### src/rtl/branch_resolve_ctrl.sv
`default_nettype none
// ============================================================================
// Module   : branch_resolve_ctrl
// Purpose  : Resolves conditional branches leaving EX, sequences flush /
//            redirect / drain on a mispredict and keeps branch statistics.
// Revision : 1.0 - initial release
// ============================================================================
module branch_resolve_ctrl #(
    parameter int DATA_W       = 16,
    parameter int FLUSH_CYCLES = 2,
    parameter int CNT_W        = 16
) (
    input  logic              clk,
    input  logic              rst,
    input  logic              ex_valid,
    input  logic [4:0]        ex_op,
    input  logic              Z,
    input  logic              P,
    input  logic              N,
    input  logic              pred_taken,
    input  logic [DATA_W-1:0] ex_target,
    input  logic [DATA_W-1:0] ex_pc_plus2,
    input  logic              imem_stall,
    input  logic              cnt_clr,
    output logic              flush,
    output logic              redirect_vld,
    output logic [DATA_W-1:0] redirect_pc,
    output logic              hold,
    output logic [CNT_W-1:0]  br_count,
    output logic [CNT_W-1:0]  mis_count
);

    localparam logic [1:0]       c_st_idle     = 2'd0;
    localparam logic [1:0]       c_st_redirect = 2'd1;
    localparam logic [1:0]       c_st_drain    = 2'd2;
    localparam logic [3:0]       c_drain_load  = 4'(FLUSH_CYCLES);
    localparam logic [CNT_W-1:0] c_cnt_max     = {CNT_W{1'b1}};

    logic [1:0]        r_state;
    logic [1:0]        w_next_state;
    logic [3:0]        r_drain_cnt;
    logic [3:0]        w_drain_next;
    logic              r_flush;
    logic [DATA_W-1:0] r_redirect_pc;
    logic [CNT_W-1:0]  r_br_count;
    logic [CNT_W-1:0]  r_mis_count;

    logic              w_is_branch;
    logic              w_taken;
    logic              w_resolve;
    logic              w_mispredict;
    logic [DATA_W-1:0] w_correct_pc;

    // Branch opcodes occupy 011xx; the low two bits select the condition.
    always_comb begin
        w_is_branch = (ex_op[4:2] == 3'b011);
        w_taken     = 1'b0;
        case (ex_op[1:0])
            2'b00:   w_taken = Z;
            2'b01:   w_taken = P | N;
            2'b10:   w_taken = N;
            default: w_taken = P | Z;
        endcase
        w_resolve    = (r_state == c_st_idle) && ex_valid && w_is_branch;
        w_mispredict = w_resolve && (w_taken ^ pred_taken);
        w_correct_pc = w_taken ? ex_target : ex_pc_plus2;
    end

    always_comb begin
        w_next_state = r_state;
        w_drain_next = r_drain_cnt;
        case (r_state)
            c_st_idle: begin
                if (w_mispredict) begin
                    w_next_state = c_st_redirect;
                end
            end
            c_st_redirect: begin
                if (!imem_stall) begin
                    if (c_drain_load == 4'd0) begin
                        w_next_state = c_st_idle;
                    end else begin
                        w_next_state = c_st_drain;
                        w_drain_next = c_drain_load;
                    end
                end
            end
            c_st_drain: begin
                // Leave on the cycle the counter shows 1 so DRAIN lasts exactly the load value.
                if (r_drain_cnt <= 4'd1) begin
                    w_next_state = c_st_idle;
                    w_drain_next = 4'd0;
                end else begin
                    w_drain_next = r_drain_cnt - 4'd1;
                end
            end
            default: begin
                w_next_state = c_st_idle;
                w_drain_next = 4'd0;
            end
        endcase
    end

    always_ff @(posedge clk) begin
        if (rst) begin
            r_state       <= c_st_idle;
            r_drain_cnt   <= 4'd0;
            r_flush       <= 1'b0;
            r_redirect_pc <= '0;
            r_br_count    <= '0;
            r_mis_count   <= '0;
        end else begin
            r_state     <= w_next_state;
            r_drain_cnt <= w_drain_next;
            r_flush     <= w_mispredict;
            if (w_mispredict) begin
                r_redirect_pc <= w_correct_pc;
            end
            if (cnt_clr) begin
                r_br_count  <= '0;
                r_mis_count <= '0;
            end else begin
                if (w_resolve && (r_br_count != c_cnt_max)) begin
                    r_br_count <= r_br_count + 1'b1;
                end
                if (w_mispredict && (r_mis_count != c_cnt_max)) begin
                    r_mis_count <= r_mis_count + 1'b1;
                end
            end
        end
    end

    assign flush        = r_flush;
    assign redirect_vld = (r_state == c_st_redirect);
    assign hold         = (r_state != c_st_idle);
    assign redirect_pc  = r_redirect_pc;
    assign br_count     = r_br_count;
    assign mis_count    = r_mis_count;

endmodule
`default_nettype wire
### config.mk
export PLATFORM = sky130hd
export DESIGN_NAME = branch_resolve_ctrl
export DESIGN_NICKNAME = d
export VERILOG_FILES = /design/src/rtl/branch_resolve_ctrl.sv
export SDC_FILE = /design/constraint.sdc
export NUM_CORES = 1
export LEC_CHECK = 0
export BUFFER_PORTS_ARGS = -buffer_cell sky130_fd_sc_hd__buf_2
export CAP_MARGIN = 20
export CORE_ASPECT_RATIO = 1.2
export CORE_MARGIN = 2
export CORE_UTILIZATION = 50
export DETAILED_ROUTE_END_ITERATION = 10
export PLACE_DENSITY = 0.8
export SYNTH_ARGS = -nofsm -noshare
export SYNTH_HDL_FRONTEND = slang
export SYNTH_SLANG_ARGS = --single-unit
### constraint.sdc
create_clock -name clk -period 4.3 [get_ports clk]
set_input_delay 0.645 -clock clk [delete_from_list [all_inputs] [get_ports clk]]
set_output_delay 0.645 -clock clk [all_outputs]
set_load 0.02 [all_outputs]
Word-level counts from Yosys, hierarchy flattened

Cells that the tools add are included.

Input bits: 46
Memories kept: 0
Memory bits (writable): 0
Output and inout bits: 51
Word-level logic and storage cells: 44
Latch bits: 0
Memory bits (read-only): 0
Register bits after elaboration: 55

Equality and inequality tests: 10
Add/subtract/negate cells: 3
Shifts and indexed selects: 0
Muxes and demuxes: 9
Divide/modulo/power cells: 0
Multiply operators: 0
Bitwise operators: 4
Reduce and logical (&&, ||, !) cells: 11
$lt $le $gt $ge: 1

Operators by type and width:

| kind                                                 | number |
|---|---|
| adder 16 x 1 -> 16 bit (second input constant)       | 2 |
| != test 16 bit (second input constant)               | 2 |
| two-way mux 16 bit                                   | 1 |
| one-hot mux 4 bit (3 select lines)                   | 1 |
| two-way mux 4 bit                                    | 2 |
| two-way mux 2 bit                                    | 3 |
| != test 2 bit (second input constant)                | 3 |
| one-hot mux 2 bit (3 select lines)                   | 1 |
| logical AND 1 bit                                    | 5 |
| equality test 2 x 1 -> 1 bit (second input constant) | 2 |
| equality test 2 bit (second input constant)          | 2 |
| <= comparator 4 x 1 -> 1 bit (second input constant) | 1 |
| logical NOT 2 bit                                    | 2 |
| subtractor 4 x 1 -> 4 bit (second input constant)    | 1 |
| equality test 3 x 2 -> 1 bit (second input constant) | 1 |
| one-hot mux 1 bit (3 select lines)                   | 1 |
| AND reduction 3 bit                                  | 1 |
| OR 1 bit                                             | 2 |
| AND reduction 2 bit                                  | 1 |
| nonzero test 2 bit                                   | 1 |
| OR reduction 2 bit                                   | 1 |
| inverter 1 bit                                       | 1 |
| XOR 1 bit                                            | 1 |

Logic depth before layout (Yosys ltp)

Gate-level depths: netlist (run 1).

Word-level depth: 6
Depth in mapped cells: 9

Worst setup path after synthesis (run 1)

Ideal clock, no wire load.

Path kind: input -> register
From: input port ex_op[1]
To: register r_mis_count[9] (netlist: mis_count[9])
Arrival: 2294 ps
Setup time: 135 ps
Stages: 8
Required time: 4165 ps
Setup slack: 1871 ps
Path through: mux2_1 > o22ai_1 > buf_6 > mux2_4 > buf_6 > buf_2 > o311ai_0 > o41ai_1

Longest elaborated chain between the ends: 5
Elaborated cells between the ends (all ways): 7
Classes of those cells: eq/ne (2); mux (1); bitwise (1); reduce/logical (3)

RTL lines:

| element                                     | RTL line | RTL |
|---|---|---|
| start: declaration                          | 16       | `input logic [4:0] ex_op,` |
| equality test 2 bit (tied with other cells) | 58       | `case (ex_op[1:0])` |
| one-hot mux 1 bit (3 select lines) (*)      | 58       |  |
| XOR 1 bit (*)                               | 65       | `w_mispredict = w_resolve && (w_taken ^ pred_taken);` |
| logical AND 1 bit (*)                       | 65       |  |
| logical AND 1 bit (*)                       | 126      | `if (w_mispredict && (r_mis_count != c_cnt_max)) begin` |
| end signal: assignment                      | 127      | `r_mis_count <= r_mis_count + 1'b1;` |
| end: declaration                            | 46       | `logic [CNT_W-1:0] r_mis_count;` |

Every way passes the cells marked *; elsewhere a longest branch is shown, timed or not.
A chain may end at the register's enable or synchronous reset.

Worst setup path in the final report (run 1)

From: input port ex_op[1]
To: register r_mis_count[3] (netlist: mis_count[3])

Same word-level chain as after synthesis.

==> results.json, run 1 <==
{
  "path_class": "in -> reg",
  "synth_top_family_by_area": "simple AND/OR/NAND/NOR gates",
  "grt_pass1_wl_um": 10700,
  "status": "completed",
  "grt_pass1_vias": 2500,
  "vias": 2784,
  "io_pins": 97,
  "post_cts_buffers": 0,
  "netlist.area_leader.share_pct": 38.5,
  "h-tree-depth": 2,
  "cts_buffer_depth": 2,
  "yosys_warnings": 0,
  "die_h_um": 86.9,
  "p_leak_uw": 0.00141,
  "grt_max_degree": 39,
  "cts_buffers": 5,
  "placedCellCount": 469,
  "netlist_area_um2": 2860,
  "cts_sinks": 55,
  "power_uw": 992,
  "drt_iter0_drc": 140,
  "peakVddDrop_uv": 148,
  "fin_skew_ps": 9.70,
  "clock.fmax_ghz": 0.406,
  "diodes": 0,
  "die_w_um": 73.0,
  "synth-compound-area-share_pct": 18.3,
  "max-slew-margin-rel_pct": 53.9,
  "start_util_pct": 51.1,
  "portBuffers": 96,
  "critical_path_arrival_ps": 2700,
  "totalWireLength_um": 6580,
  "netlist_instances": 326,
  "fin_cells": 477,
  "antenna_found_initial": 0,
  "area_growth_pct": 21.2,
  "ys_ff_latch": 55,
  "fin_crit_ps": 2460,
  "synth_edf_count": 0,
  "synthesis.nets": 380,
  "place.gp.congestion": 0.822,
  "fin_tns_setup_ps": 0,
  "power_density_nw_per_um2": 286,
  "cp.required_ps": 4530,
  "synth-simple-area-share_pct": 24.1,
  "muxShareOfSynthArea_pct": 8.31,
  "post_synth_xor_area_fraction_pct": 3.06,
  "place_hpwl_um": 4840,
  "hold_viol": 0,
  "async_flop_share_pct": 0,
  "startpoint_type": "primary input",
  "endpoint_kind": "register",
  "synth_top_area_cell": "dfxtp_1",
  "rsz0062_at_grt": "false",
  "die_area_um2": 6340,
  "cts.reportedPaths.clkPinSlew_ps": 90,
  "ys_seq_area_share_pct": 38.5,
  "drive_gt1_share_pct": 27.6,
  "cts_tree": "done",
  "overflow": 0,
  "synth.distinct_cells": 49,
  "post_cts_resized": 0,
  "dr.pass1.iters": 4,
  "ys.flop_type": "dfxtp_1",
  "drcViolationCount": 0,
  "synth.cells.most_frequent": "55 x dfxtp_1, 40 x nor2_1, 23 x nand2_1, 20 x mux2i_1, 18 x a211oi_1",
  "coreArea_um2": 5590,
  "yosysMostFrequentCell": "dfxtp_1",
  "fin_crit_sh_pct": 57.2,
  "synthAdderAreaFrac_pct": 3.50,
  "path_max_fanout": 30,
  "ant_nets": 0,
  "via_per_inst": 5.84,
  "wl_per_cell_um": 13.8,
  "holdCritPathClass": "reg -> reg",
  "ctsHoldBuffers": 0,
  "synth.avg_cell_area_um2": 8.77,
  "tightest_slew_ps": 686,
  "finalNetCount": 466,
  "netlist_top_cells_area": "dfxtp_1 38%, mux2i_1 7.0%, nor2_1 5.2%, a211oi_1 4.7%, ha_1 3.5%",
  "clk_latency_ps": 300,
  "row_count": 30,
  "slew_viol_final": 0,
  "finalSetupViolCount": 0,
  "track_usage_pct": 20.7,
  "cts_root_buffer": "clkbuf_8",
  "cap_violations": 0
}
## state kept, by name, indices dropped and copies added, names as in the netlist
register and flops:
br_count 16, flush 1, mis_count 16, r_drain_cnt 4
r_state 2, redirect_pc 16
## final timing paths
path                        from              to  slack, ps  cells past startpoint
setup reg to reg      r_state[1]    mis_count[3]       2130                      6
hold reg to reg   r_drain_cnt[1]  r_drain_cnt[1]        500                      2
setup / recovery        ex_op[1]    mis_count[3]       1840                      7
hold / removal    r_drain_cnt[1]  r_drain_cnt[1]        500                      2
## cells in the final DEF, fill, tap and decap left out, types with 6 or more instances in the layout
cell,n
mux2i_1,19
nand2_1,23
o311ai_0,6
or4_1,7
nor2_1,40
a211oi_1,18
clkbuf_8,7
nand3_1,9
inv_1,7
xnor2_1,10
o41ai_1,7
or3_1,10
nand4_1,7
o21ai_0,7
dfxtp_1,55
a21oi_1,17
ha_1,8
buf_2,96
and4_1,6
## logic make-up after synthesis
kind of cell / count (synthesis)
mux: 23
compound gates: 74
flops: 55
buf+inv: 27
xor+xnor: 10
simple gates: 129
fa+ha+maj: 8
## metrics by stage
| stage | utilization (%) | worst slack (ps) | area [um2] | hold WS (ps) |
|---|---|---|---|---|
| floorplan | - | 1870 | 2860 | 445 |
| global placement | 60.2 | 1560 | 3370 | 459 |
| detailed placement | 60.2 | 1530 | 3370 | 486 |
| CTS | 62.0 | 1850 | 3470 | 500 |
| global route | 62.0 | 1750 | 3470 | 523 |
| finish | 62.0 | 1840 | 3470 | 497 |
## power by group
part           leakage, uW  internal [uW]  switching (uW)
combinational     0.000913           64.1            95.7
clock            0.0000515            147             161
sequential        0.000444            519            5.39
## final cells by class
cell class / count / area [um2]
clock buffer: 8 / 100
inverter: 7 / 26.3
tap: 64 / 80.1
timing repair buffer: 99 / 503
sequential: 55 / 1100
fill: 501 / 2130
multi-input combinational: 244 / 1660
## layer usage
metal  global-route usage [%]  vias to the layer above  share of wire (%)
met2                     37.6                       99                 51
met3                     4.40                        6                6.1
met1                     24.2                     1283                 42
li1                         -                     1396                  -
met4                     5.56                        0               0.88
met5                        0                        -                  0
## worst max-delay path, cell delays in order
cell and delay [ps]:
buf_2 110, mux2_1 310, o22ai_2 170, buf_4 320, mux2_4 460, or4_1 530, a21oi_1 140
Note: power is estimated with default switching activity, not from simulation.
==> run 2: changes to the inputs <==
clock period = 2.54 ns   (was 4.3 ns; I/O delays follow)
==> results.json, run 2 (synthesized netlist as in run 1, its figures left out) <==
{
  "status": "completed",
  "holdCritPathClass": "in -> reg",
  "p_sw_uw": 456,
  "drt_iter0_drc": 138,
  "post_cts_buffers": 0,
  "grt_max_degree": 31,
  "final_common_cell": "buf_2",
  "final_cell_area_um2": 3490,
  "ant_nets": 0,
  "p_leak_uw": 0.00142,
  "coreArea_um2": 5590,
  "cts_buffers": 5,
  "wl_per_cell_um": 13.8,
  "cts_buffer_depth": 2,
  "worstPathCellList": "buf_2, mux2_1, o22ai_2, mux2_4, or4_1, a21oi_1",
  "drive_gt1_share_pct": 28.1,
  "io_pins": 97,
  "path_max_fanout": 30,
  "pwr-share-seq_pct": 54.0,
  "ctsHoldBuffers": 0,
  "antenna_found_initial": 0,
  "slowest_stage": "or4_1",
  "cap_violations": 0,
  "start_util_pct": 51.1,
  "critical_path_arrival_ps": 2270,
  "power_density_nw_per_um2": 471,
  "track_usage_pct": 21.7,
  "die_w_um": 73.0,
  "cts.reportedPaths.clkPinSlew_ps": 90,
  "rsz0062_at_grt": "false",
  "finalNetCount": 470,
  "peakVddDrop_uv": 264,
  "max-slew-margin-rel_pct": 54.1,
  "p_sw_share_pct": 27.7,
  "h-tree-depth": 2,
  "hold_viol": 0,
  "die_area_um2": 6340,
  "clk_latency_ps": 310,
  "cts_root_buffer": "clkbuf_8",
  "fin_crit_sh_pct": 80.0,
  "finalSetupViolCount": 0,
  "fin_crit_ps": 2030,
  "startpoint_type": "primary input",
  "overflow": 0,
  "p_int_uw": 1190,
  "slew_viol_final": 0,
  "place.gp.congestion": 0.802,
  "dr.pass1.iters": 4,
  "fillCellCount": 512,
  "worst_hold_slack_ps": 397,
  "regArea_um2": 1100,
  "grt_pass1_vias": 2525,
  "final_cell_mix": "96 x buf_2, 55 x dfxtp_1, 40 x nor2_1",
  "row_count": 30,
  "fin_tns_setup_ps": 0,
  "vias": 2808,
  "tightest_slew_ps": 687,
  "via_per_inst": 5.84,
  "drcViolationCount": 0,
  "endpoint_kind": "register",
  "portBuffers": 96,
  "cp.required_ps": 2780,
  "place_hpwl_um": 4870,
  "p_comb_share_pct": 17.1,
  "totalWireLength_um": 6640,
  "grt_pass1_wl_um": 11100,
  "die_h_um": 86.9,
  "multi_input_area_um2": 1660,
  "post_cts_resized": 0,
  "fin_skew_ps": 9.28,
  "cts_sinks": 55,
  "cts_tree": "done",
  "diodes": 0,
  "placed_area_um2": 3410,
  "path_class": "in -> reg",
  "area_growth_pct": 22.0,
  "slowest_delay_ps": 530,
  "clock.fmax_ghz": 0.492,
  "clkPwrFrac_pct": 28.9
}
## run 2: changes by cell type in the layout (fill, tap and decap cells not counted)
cell / previous run / this run
buf_12: 0 / 1
buf_4: 3 / 6
clkbuf_1: 1 / 2
clkbuf_8: 7 / 5
clkinv_2: 0 / 1
## run 2: final timing paths
| check | depth (start not counted) | endpoint | startpoint | slack [ps] |
|---|---|---|---|---|
| max | 6 | mis_count[3] | ex_op[1] | 510 |
| min | 3 | redirect_pc[14] | ex_target[14] | 400 |
| max reg2reg | 6 | mis_count[3] | r_state[0] | 520 |
| min reg2reg | 2 | r_drain_cnt[1] | r_drain_cnt[1] | 480 |
## run 2: final cells by class
cell class              instances  area share (%)
inverters                       7           0.753
repair buffers                103            15.6
well taps                      64            2.29
multi-input cells             244            47.5
clock buffers                   7            2.19
clock inverters                 1           0.143
flip-flops and latches         55            31.5
## run 2: stage by stage
stage / util [%] / power [uW] / cells / worst slack (ps)
finish: 62.4 / 1640 / 481 / 509
global route: 62.4 / 1720 / 481 / 373
CTS: 62.4 / 1660 / 481 / 510
detailed placement: 61.0 / 1190 / 473 / 185
global placement: 61.0 / 1180 / 473 / 224
floorplan: - / 1090 / 326 / 375
## run 2: power by group through the flow
stage                     Sequential [uW]  Clock [uW]  Combinational (uW)
final                                 888         476                 282
after floorplan                       918           0                 170
after CTS                             888         486                 283
after global placement                907           0                 276
after global routing                  890         516                 312
after detailed placement              907           0                 282
## run 2: worst max-delay path: cells and delay by family
family,cells,cell delay (ps)
and+or+nand+nor,1,530
AOI/OAI and AO/OA,2,470
muxes,2,780
buffers and inverters,1,110
## run 2: routing by layer
metal	GRT usage [%]	vias up	wire [um]	part of all wire [%]
li1	-	1407	-	-
met2	38.0	96	3380	51
met1	25.8	1296	2750	41
met5	0	-	0	0
met4	7.07	0	98	1.5
met3	5.21	9	407	6.1
